**src/rtl/key_sched_pkg.sv**
```systemverilog
// Shared constants and state type for the key command scheduler.
package key_sched_pkg;

  localparam int NKEYS        = 4;
  localparam int HOLD_CYC_DEF = 25_000_000;
  localparam int REP_CYC_DEF  = 5_000_000;
  localparam int CNT_W_DEF    = 25;

  typedef enum logic [1:0] {
    IDLE,
    WAIT_HOLD,
    REPEAT
  } rep_state_t;

endpackage

```
**src/rtl/key_cmd_sched_if.sv**
```systemverilog
// Command channel from the scheduler to game logic (valid/ready).
interface key_cmd_sched_if;

  logic       cmd_valid;
  logic       cmd_ready;
  logic [1:0] cmd_key;
  logic       cmd_rep;

  modport master (
    output cmd_valid,
    output cmd_key,
    output cmd_rep,
    input  cmd_ready
  );

  modport slave (
    input  cmd_valid,
    input  cmd_key,
    input  cmd_rep,
    output cmd_ready
  );

endinterface

```
**src/rtl/key_rep_fsm.sv**
```systemverilog
// Per-key press / long-press auto-repeat generator.
// Strobes ev for one cycle per event; ev_rep marks repeat events.
module key_rep_fsm
  import key_sched_pkg::*;
#(
  parameter int HOLD_CYC = HOLD_CYC_DEF,
  parameter int REP_CYC  = REP_CYC_DEF,
  parameter int CNT_W    = CNT_W_DEF
) (
  input  logic clk50M,
  input  logic rst,
  input  logic held,
  input  logic press,
  input  logic en,
  output logic ev,
  output logic ev_rep
);

  localparam logic [CNT_W-1:0] HOLD_LAST = CNT_W'(HOLD_CYC - 1);
  localparam logic [CNT_W-1:0] REP_LAST  = CNT_W'(REP_CYC - 1);

  rep_state_t       state;
  logic [CNT_W-1:0] cnt;

  // Event is decoded from the current state so the pending slot loads on the next edge.
  always_comb begin
    ev     = 1'b0;
    ev_rep = 1'b0;
    if (en) begin
      case (state)
        IDLE:      ev = press;
        WAIT_HOLD: begin
          ev     = held && (cnt == HOLD_LAST);
          ev_rep = 1'b1;
        end
        REPEAT:    begin
          ev     = held && (cnt == REP_LAST);
          ev_rep = 1'b1;
        end
        default:   ev = 1'b0;
      endcase
    end
  end

  always_ff @(posedge clk50M) begin
    if (rst || !en) begin
      state <= IDLE;
      cnt   <= '0;
    end else begin
      case (state)
        IDLE: begin
          if (press) begin
            state <= WAIT_HOLD;
            cnt   <= '0;
          end
        end
        WAIT_HOLD: begin
          if (!held) begin
            state <= IDLE;
            cnt   <= '0;
          end else if (cnt == HOLD_LAST) begin
            state <= REPEAT;
            cnt   <= '0;
          end else begin
            cnt <= cnt + CNT_W'(1);
          end
        end
        REPEAT: begin
          if (!held) begin
            state <= IDLE;
            cnt   <= '0;
          end else if (cnt == REP_LAST) begin
            cnt <= '0;
          end else begin
            cnt <= cnt + CNT_W'(1);
          end
        end
        default: begin
          state <= IDLE;
          cnt   <= '0;
        end
      endcase
    end
  end

endmodule

```
**src/rtl/key_cmd_sched.sv**
```systemverilog
// Turns debounced active-low keys into press/repeat commands, arbitrated
// round-robin onto one valid/ready channel with a one-deep slot per key.
module key_cmd_sched
  import key_sched_pkg::*;
#(
  parameter int HOLD_CYC = HOLD_CYC_DEF,
  parameter int REP_CYC  = REP_CYC_DEF,
  parameter int CNT_W    = CNT_W_DEF
) (
  input  logic             clk50M,
  input  logic             rst,
  input  logic [NKEYS-1:0] k_n,
  input  logic             en,
  key_cmd_sched_if.master  cmd,
  output logic [NKEYS-1:0] held,
  output logic [NKEYS-1:0] ovf,
  input  logic             ovf_clr
);

  logic [NKEYS-1:0] held_prev;
  logic [NKEYS-1:0] press;
  logic [NKEYS-1:0] ev;
  logic [NKEYS-1:0] ev_rep;
  logic [NKEYS-1:0] pend;
  logic [NKEYS-1:0] pend_rep;
  logic [NKEYS-1:0] take;
  logic [1:0]       rr;
  logic [1:0]       gnt_idx;
  logic             gnt_any;
  logic             load;

  // Held resets to all-pressed so a key held through reset release is not an edge.
  always_ff @(posedge clk50M) begin
    if (rst) begin
      held      <= '1;
      held_prev <= '1;
    end else begin
      held      <= ~k_n;
      held_prev <= held;
    end
  end

  assign press = held & ~held_prev;

  for (genvar k = 0; k < NKEYS; k++) begin : g_key
    key_rep_fsm #(
      .HOLD_CYC (HOLD_CYC),
      .REP_CYC  (REP_CYC),
      .CNT_W    (CNT_W)
    ) u_fsm (
      .clk50M (clk50M),
      .rst    (rst),
      .held   (held[k]),
      .press  (press[k]),
      .en     (en),
      .ev     (ev[k]),
      .ev_rep (ev_rep[k])
    );
  end

  assign load = !cmd.cmd_valid || cmd.cmd_ready;

  // First pending key after the last winner, wrapping modulo NKEYS.
  always_comb begin
    gnt_any = 1'b0;
    gnt_idx = rr;
    for (int i = 1; i <= NKEYS; i++) begin
      if (!gnt_any && pend[rr + 2'(i)]) begin
        gnt_any = 1'b1;
        gnt_idx = rr + 2'(i);
      end
    end
    take = (load && gnt_any) ? (NKEYS'(1) << gnt_idx) : '0;
  end

  // A slot being granted this cycle can take a new event without overflow.
  always_ff @(posedge clk50M) begin
    if (rst) begin
      pend     <= '0;
      pend_rep <= '0;
      ovf      <= '0;
    end else begin
      if (ovf_clr) begin
        ovf <= '0;
      end
      for (int k = 0; k < NKEYS; k++) begin
        if (ev[k]) begin
          if (!pend[k] || take[k]) begin
            pend[k]     <= 1'b1;
            pend_rep[k] <= ev_rep[k];
          end else begin
            ovf[k] <= 1'b1;
          end
        end else if (take[k]) begin
          pend[k] <= 1'b0;
        end
      end
    end
  end

  always_ff @(posedge clk50M) begin
    if (rst) begin
      cmd.cmd_valid <= 1'b0;
      cmd.cmd_key   <= '0;
      cmd.cmd_rep   <= 1'b0;
      rr            <= 2'(NKEYS - 1);
    end else if (load) begin
      if (gnt_any) begin
        cmd.cmd_valid <= 1'b1;
        cmd.cmd_key   <= gnt_idx;
        cmd.cmd_rep   <= pend_rep[gnt_idx];
        rr            <= gnt_idx;
      end else begin
        cmd.cmd_valid <= 1'b0;
      end
    end
  end

endmodule

```
**src/flat_wrapper.sv**
```systemverilog
// flat-port wrapper written by rule: the top's interface ports become plain ports
module key_cmd_sched_flat import key_sched_pkg::*;
#(
  parameter int HOLD_CYC = HOLD_CYC_DEF,
  parameter int REP_CYC  = REP_CYC_DEF,
  parameter int CNT_W    = CNT_W_DEF
)
  (clk50M, rst, k_n, en, held, ovf, ovf_clr, cmd_cmd_valid, cmd_cmd_key, cmd_cmd_rep, cmd_cmd_ready);
  key_cmd_sched_if cmd_i ();
  input  logic clk50M;
  input  logic rst;
  input  logic [NKEYS-1:0] k_n;
  input  logic en;
  output logic [NKEYS-1:0] held;
  output logic [NKEYS-1:0] ovf;
  input  logic ovf_clr;
  output wire logic [$bits(cmd_i.cmd_valid)-1:0] cmd_cmd_valid;
  output wire logic [$bits(cmd_i.cmd_key)-1:0] cmd_cmd_key;
  output wire logic [$bits(cmd_i.cmd_rep)-1:0] cmd_cmd_rep;
  input wire logic [$bits(cmd_i.cmd_ready)-1:0] cmd_cmd_ready;
  assign cmd_cmd_valid = cmd_i.cmd_valid;
  assign cmd_cmd_key = cmd_i.cmd_key;
  assign cmd_cmd_rep = cmd_i.cmd_rep;
  assign cmd_i.cmd_ready = cmd_cmd_ready;
  key_cmd_sched #(.HOLD_CYC(HOLD_CYC), .REP_CYC(REP_CYC), .CNT_W(CNT_W)) u_core (.clk50M(clk50M), .rst(rst), .k_n(k_n), .en(en), .cmd(cmd_i), .held(held), .ovf(ovf), .ovf_clr(ovf_clr));
endmodule
```
**config.mk**
```make
export PLATFORM = sky130hd
export DESIGN_NAME = key_cmd_sched_flat
export DESIGN_NICKNAME = d
export VERILOG_FILES = /design/src/rtl/key_sched_pkg.sv /design/src/rtl/key_cmd_sched_if.sv /design/src/rtl/key_rep_fsm.sv /design/src/rtl/key_cmd_sched.sv /design/src/flat_wrapper.sv
export SDC_FILE = /design/constraint.sdc
export NUM_CORES = 1
export LEC_CHECK = 0
export BUFFER_PORTS_ARGS = -buffer_cell sky130_fd_sc_hd__buf_2
export CORE_MARGIN = 4
export CORE_UTILIZATION = 55
export CTS_BUF_LIST = sky130_fd_sc_hd__clkbuf_2 sky130_fd_sc_hd__clkbuf_4 sky130_fd_sc_hd__clkbuf_8
export DETAILED_ROUTE_END_ITERATION = 8
export GPL_TIMING_DRIVEN = 0
export PLACE_DENSITY = 0.73
export SKIP_CTS_REPAIR_TIMING = 1
export SLEW_MARGIN = 20
export SYNTH_ARGS = -nofsm -noshare
export SYNTH_HDL_FRONTEND = slang
export SYNTH_SLANG_ARGS = --single-unit
```
**constraint.sdc**
```tcl
create_clock -name clk50M -period 6.3 [get_ports clk50M]
set_input_delay 0.63 -clock clk50M [delete_from_list [all_inputs] [get_ports clk50M]]
set_output_delay 0.63 -clock clk50M [all_outputs]
set_load 0.01 [all_outputs]
```
* Word level (Yosys, flattened, before mapping)
Cells that the tools add are included.
W data, S select, Z words.
** Word-level totals
- Register bits after elaboration :: 134
- Input bits :: 9
- Output and inout bits :: 12
- Logic and storage cells :: 224
** Cells by class
- $add $sub $neg :: 7
- Order comparisons :: 5
- Equality and inequality tests :: 32
- Shift-type cells :: 1
- Mux-type cells :: 101
- Bitwise logic cells :: 3
- Reductions and logical operators :: 52
** Operator list (count)
- $mux W25 :: 20
- $pmux W25 S3 :: 4
- $add A25 B1 Y25 const B :: 4
- $eq A25 B23 Y1 const B :: 4
- $eq A25 B25 Y1 const B :: 4
- $mux W1 :: 42
- $mux W2 :: 20
- $pmux W2 S3 :: 4
- $reduce_and A2 Y1 :: 9
- $ne A2 B1 Y1 const B :: 8
- $lt A2 B3 Y1 const B :: 5
- $logic_and A1 B1 Y1 :: 12
- $ne A3 B3 Y1 const B :: 4
- $pmux W1 S3 :: 4
- $reduce_and A3 Y1 :: 4
- $bmux W1 S2 :: 5
- $logic_not A1 Y1 :: 9
- $eq A2 B1 Y1 const B :: 4
- $eq A2 B2 Y1 const B :: 4
- $logic_not A2 Y1 :: 4
- $mux W4 :: 2
- $ne A2 B2 Y1 const B :: 4
- $not A4 Y4 :: 2
- $reduce_bool A2 Y1 :: 4
- 6 further kinds :: 15

* Depth between registers and ports, before layout
- Depth after elaboration :: 18
- Mapped depth :: 8
- Gate-level depth less buffers :: 8

* Cells and area by module
A second synthesis with hierarchy kept.
** Unflattened totals
- Cell total of the unflattened synthesis :: 935
- Area, all modules :: 7533.5 sq um
** Modules (own cells, without submodules)
- key_rep_fsm (u_core.g_key[1].u_fsm ...) :: times used 2, cells each 208, area each 1614.0 sq um, seq. area each 540.5 sq um
- key_rep_fsm (u_core.g_key[0].u_fsm) :: times used 1, cells each 208, area each 1631.6 sq um, seq. area each 540.5 sq um
- key_rep_fsm (u_core.g_key[3].u_fsm) :: times used 1, cells each 194, area each 1586.5 sq um, seq. area each 540.5 sq um
- key_cmd_sched :: times used 1, cells each 117, area each 1087.3 sq um, seq. area each 520.5 sq um

* Worst setup path before layout
OpenSTA, ideal clock, no wires.
- Path kind :: register -> register
- Start point :: register u_core.g_key[1].u_fsm.cnt[0]
- End point :: register u_core.g_key[1].u_fsm.cnt[0]
- Setup time :: 0.117 ns
- Arrival time :: 1.935 ns
- Required time :: 6.183 ns
- Setup slack :: 4.248 ns
- Cell stages (with the launch flop) :: 9
- Buffers on the path :: 1
- Period minus slack after synthesis :: 2.052 ns
- Cells stage by stage :: dfxtp_1 ha_1 and4bb_2 nand4_1 o21ai_1 a21oi_1 o21ai_1 buf_2 nor2_1
** Between the ends
- Word-level cells in the longest chain between the ends :: 4
- Elaborated cells on any way between the ends :: 8
- Those cells by class :: 1 x add/sub; 2 x eq/ne; 5 x mux
** Ends and longest elaborated chain
- start, declared :: RTL line key_rep_fsm.sv:23 : logic [CNT_W-1:0] cnt;
- start signal, assigned :: RTL line key_rep_fsm.sv:65 : cnt <= cnt + CNT_W'(1);
- start signal, assigned :: RTL line key_rep_fsm.sv:75 : cnt <= cnt + CNT_W'(1);
- $add A25 B1 Y25, or another cell as far along :: RTL line key_rep_fsm.sv:65, key_rep_fsm.sv:75
- $mux W25, on equally long branches :: RTL line key_rep_fsm.sv:72, key_rep_fsm.sv:61
- $mux W25, on equally long branches :: RTL line key_rep_fsm.sv:69, key_rep_fsm.sv:58
- $pmux W25 S3 (*) :: RTL line key_rep_fsm.sv:50 : case (state)
Every way passes the cells marked *; elsewhere a longest branch is shown, timed or not.
A chain may end at the register's enable or synchronous reset.

* Worst setup path in the final report
- Start point :: register u_core.g_key[1].u_fsm.cnt[0]
- End point :: register u_core.g_key[1].u_fsm.cnt[17]
Same word-level chain as after synthesis.

==> flow_metrics.py <==
metrics = {
    "outcome": {
        "run_status": "finished clean",
    },
    "setup_path": {
        "cpPeakStageDelay_ns": 0.40,
        "worst-r2r-cell-count": 8,
        "critPathMostFrequentCell": "sky130_fd_sc_hd__o21ai_1",
        "timing_worst_setup_path_type": "flop to flop",
        "critPathLaunch": "u_core.g_key[1].u_fsm.cnt[0]",
        "timing.critical_path.slowest_stage_cell": "sky130_fd_sc_hd__o21ai_1",
        "crit-reg2reg-launch": "u_core.g_key[1].u_fsm.cnt[0]",
        "worst_setup_path_end_kind": "flop",
        "crit-reg2reg-capture": "u_core.g_key[1].u_fsm.cnt[17]",
        "crit_path_cell_trace": "ha_1 -> and4bb_2 -> nand4_1 -> o21ai_1 -> a21oi_1 -> o21ai_1 -> buf_2 -> nor2_1",
        "critPathLaunchType": "flop",
        "worstPathMaxFanout": 10,
        "timing.reg2reg.setup_slack_ns": 3.63,
        "worst_ep_required_time_ns": 6.63,
        "cp.arrival_ns": 3.00,
    },
    "synth": {
        "synth-async-reset-ratio_pct": 0,
        "synthesis.nets": 823,
        "synth_enable_flop_cells": 0,
        "synth_ff_type": "sky130_fd_sc_hd__dfxtp_1",
        "synth.distinct_cells": 69,
        "yosysWarnings": 0,
        "synth-seq-cells": 134,
        "sequential_fraction_of_the_synthesis_area_pct": 39.6,
        "average_footprint_of_a_synthesized_cell_um2": 8.53,
        "syn-cell-area_um2": 6770,
        "synthesis.instances": 794,
    },
    "placement": {
        "io_port_bufs": 20,
        "gp_congestion": 0.878,
        "hpwl_after_detailed_placement_um": 10600,
    },
    "timing": {
        "timing_max_transition_violations_final": 0,
        "setup-violations-final": 0,
        "max_freq_mhz": 374,
        "layout_worst_path_cycle_share_pct": 42.4,
        "hold_viol": 0,
        "relative_max_transition_margin_pct": 37.4,
        "worst_pin_slew_ns": 0.930,
        "worst_clock_skew_ns": 0.00939,
        "final.setup.tns_ns": 0,
        "rsz0062_at_grt": "false",
        "holdWs_ns": 0.330,
        "final.min_clock_period_ns": 2.67,
    },
    "floorplan": {
        "fp.dieW_um": 119,
        "fp-row-count": 40,
        "io_pins": 21,
        "start_util_pct": 56.4,
        "die_y_um": 119,
        "floorplan.core_area_um2": 12000,
        "dieArea_um2": 14100,
    },
    "global_route": {
        "antenna_found_initial": 0,
        "grt_util_all_layers_pct": 21.3,
        "grt_overflow": 0,
        "grt_first_pass_wirelength_um": 25000,
        "grt_max_degree": 17,
        "grt_pass1_vias": 5536,
    },
    "drt": {
        "dr_total_vias": 5669,
        "drt_first_pass_iters": 4,
        "drt_drc_violations_left": 0,
        "wl_per_cell_um": 14.5,
        "detail_route.iter0.violations": 420,
        "wl_um": 14400,
        "drtAntennaViolNets": 0,
        "vias_per_cell": 5.71,
    },
    "pwr": {
        "vdd_drop_max_v": 0.000243,
        "static-leakage-power_uw": 0.00255,
        "power-per-cell-area_nw_per_um2": 231,
    },
    "finish": {
        "layout.filler_cells": 1010,
        "layout-area-overhead-vs-synth_pct": 10.7,
        "final_nets": 862,
        "num_antenna_cells": 0,
        "drive_gt1_share_pct": 11.8,
    },
    "clocking": {
        "cts-buffers-inserted": 17,
        "buffer_type_at_the_clock_tree_root": "sky130_fd_sc_hd__clkbuf_8",
        "clock_sinks": 134,
        "clk-insertion-delay-late_ns": 0.45,
        "clk_pin_slew_worst_paths_ns": 0.07,
        "maximum_buffer_depth_of_the_clock_tree": 2,
        "h-tree-depth": 4,
        "tritoncts_clock_tree": "done",
    },
    "worst_hold_path": {
        "min-delay-start": "k_n[3]",
        "min_path_type": "primary input to flop",
        "worstHoldEndpoint": "u_core.held[3]",
        "min_delay_path_depth": 2,
    },
    "flow_run": {
        "maxCapViolations": 0,
    },
}
-- worst max-delay path: cells and delay by family, from the launching register on --
| kind | cells | cell delay [ns] |
|---|---|---|
| AO/OA/AOI/OAI | 3 | 1.00 |
| AND/OR/NAND/NOR | 3 | 0.55 |
| flip-flops | 1 | 0.38 |
| adder cells (fa/ha/maj) | 1 | 0.33 |
| buffers and inverters | 1 | 0.30 |
-- sequential cells by signal (all words and copies together), names as in the netlist --
| register | flops |
|---|---|
| u_core.g_key.u_fsm.cnt | 100 |
| u_core.g_key.u_fsm.state | 8 |
| u_core.held | 4 |
| u_core.held_prev | 4 |
| u_core.ovf | 4 |
| u_core.pend | 4 |
| u_core.pend_rep | 4 |
| u_core.cmd.cmd_key | 2 |
| u_core.rr | 2 |
| u_core.cmd.cmd_rep | 1 |
| u_core.cmd.cmd_valid | 1 |
-- how the worst max path moves through the flow --
stage | to | slack [ns] | cells after the start
4_1_cts | u_core.g_key[1].u_fsm.cnt[17] | 3.63 | 8
5_1_grt | u_core.g_key[1].u_fsm.cnt[17] | 3.47 | 8
3_3_place_gp | u_core.g_key[1].u_fsm.cnt[13] | 3.72 | 8
3_5_place_dp | u_core.g_key[1].u_fsm.cnt[17] | 3.64 | 8
6_report | u_core.g_key[1].u_fsm.cnt[17] | 3.63 | 8
2_1_floorplan | u_core.g_key[1].u_fsm.cnt[0] | 4.25 | 8
-- report_power, final --
part / total (uW) / internal (uW) / switching, uW
Sequential: 862 / 854 / 7.31
Clock: 787 / 449 / 338
Combinational: 83.8 / 29.5 / 54.3
-- Yosys cell counts, types with 4 or more instances --
| library cell | n | area (um2) |
|---|---|---|
| sky130_fd_sc_hd__nand3_1 | 41 | 205 |
| sky130_fd_sc_hd__nand4b_1 | 5 | 43.8 |
| sky130_fd_sc_hd__and3_1 | 17 | 106 |
| sky130_fd_sc_hd__nand2_1 | 71 | 267 |
| sky130_fd_sc_hd__or2_2 | 6 | 37.5 |
| sky130_fd_sc_hd__a21oi_1 | 38 | 190 |
| sky130_fd_sc_hd__o31ai_1 | 4 | 30.0 |
| sky130_fd_sc_hd__nand2b_1 | 13 | 81.3 |
| sky130_fd_sc_hd__nor4_1 | 11 | 68.8 |
| sky130_fd_sc_hd__nor3b_1 | 6 | 45.0 |
| sky130_fd_sc_hd__nand4_1 | 28 | 175 |
| sky130_fd_sc_hd__xnor2_1 | 43 | 377 |
| sky130_fd_sc_hd__nor2_1 | 113 | 424 |
| sky130_fd_sc_hd__dfxtp_1 | 134 | 2680 |
| sky130_fd_sc_hd__nor4b_1 | 4 | 35.0 |
| sky130_fd_sc_hd__nor4bb_1 | 4 | 40.0 |
| sky130_fd_sc_hd__mux2i_1 | 5 | 50.1 |
| sky130_fd_sc_hd__inv_1 | 27 | 101 |
| sky130_fd_sc_hd__or3_1 | 6 | 37.5 |
| sky130_fd_sc_hd__nor2b_1 | 7 | 43.8 |
| sky130_fd_sc_hd__nand3b_1 | 8 | 60.1 |
| sky130_fd_sc_hd__and2_1 | 7 | 43.8 |
| sky130_fd_sc_hd__xor2_1 | 38 | 333 |
| sky130_fd_sc_hd__and4_1 | 7 | 61.3 |
| sky130_fd_sc_hd__clkbuf_1 | 10 | 37.5 |
| sky130_fd_sc_hd__o211ai_1 | 8 | 60.1 |
| sky130_fd_sc_hd__ha_1 | 20 | 250 |
| sky130_fd_sc_hd__nor3_1 | 20 | 100 |
| sky130_fd_sc_hd__a31oi_1 | 5 | 31.3 |
| sky130_fd_sc_hd__buf_4 | 8 | 60.1 |
| sky130_fd_sc_hd__o21ai_0 | 18 | 90.1 |
-- metrics by stage --
stage / util (%) / setup WS [ns] / instance area, um2 / std cells / power (uW)
global placement: 58.7 / 3.72 / 7050 / 961 / 963
floorplan: - / 4.25 / 6770 / 794 / 939
detailed placement: 58.7 / 3.64 / 7050 / 961 / 965
global route: 62.4 / 3.47 / 7490 / 993 / 1800
finish: 62.4 / 3.63 / 7490 / 993 / 1730
CTS: 62.4 / 3.63 / 7490 / 993 / 1750
-- routing by layer --
metal  up-vias  GRT usage (%)  part of all wire (%)
li1       2859              -                     -
met3        21           5.60                   3.6
met1      2691           26.7                    47
met4         0           7.17                   1.5
met5         -              0                     0
met2        98           35.6                    48
-- kinds of logic after synthesis --
kind of cell | synth area share, %
muxes | 1.07
DFF | 39.6
adders and majority gates | 3.70
buffers and inverters | 3.66
and+or+nand+nor | 30.8
xor gates and xnor gates | 10.5
AOI/OAI and AO/OA | 10.7
-- area by class of cell --
type                       instances  area (um2)  share of cell area (%)
tap                              147         184                    2.45
clock buffer                      19         262                    3.49
multi-input combinational        609        3840                    51.2
buffer                            24         146                    1.95
inverter                          27         101                    1.35
timing repair buffer              20         100                    1.34
clock inverter                    13         179                    2.39
sequential                       134        2680                    35.8
-- layout by cell type (no fill, tap or decap), types with 5 or more instances in the layout --
cell / count
sky130_fd_sc_hd__xnor2_1: 43
sky130_fd_sc_hd__nor4_1: 11
sky130_fd_sc_hd__clkbuf_1: 10
sky130_fd_sc_hd__nor2_1: 113
sky130_fd_sc_hd__o211ai_1: 8
sky130_fd_sc_hd__nor3b_1: 6
sky130_fd_sc_hd__and3_1: 17
sky130_fd_sc_hd__o21ai_0: 18
sky130_fd_sc_hd__buf_2: 23
sky130_fd_sc_hd__xor2_1: 38
sky130_fd_sc_hd__nand3b_1: 8
sky130_fd_sc_hd__nor2b_1: 7
sky130_fd_sc_hd__nand4_1: 28
sky130_fd_sc_hd__a31oi_1: 5
sky130_fd_sc_hd__or2_2: 6
sky130_fd_sc_hd__nor3_1: 20
sky130_fd_sc_hd__nand3_1: 41
sky130_fd_sc_hd__or3_1: 6
sky130_fd_sc_hd__ha_1: 20
sky130_fd_sc_hd__nand2b_1: 13
sky130_fd_sc_hd__mux2i_1: 5
sky130_fd_sc_hd__and2_1: 7
sky130_fd_sc_hd__nand2_1: 71
sky130_fd_sc_hd__and4_1: 7
sky130_fd_sc_hd__a21oi_1: 38
sky130_fd_sc_hd__clkbuf_8: 19
sky130_fd_sc_hd__inv_1: 27
sky130_fd_sc_hd__dfxtp_1: 134
sky130_fd_sc_hd__buf_4: 8
sky130_fd_sc_hd__nand4b_1: 5
Power figures use the tool's default switching activity.
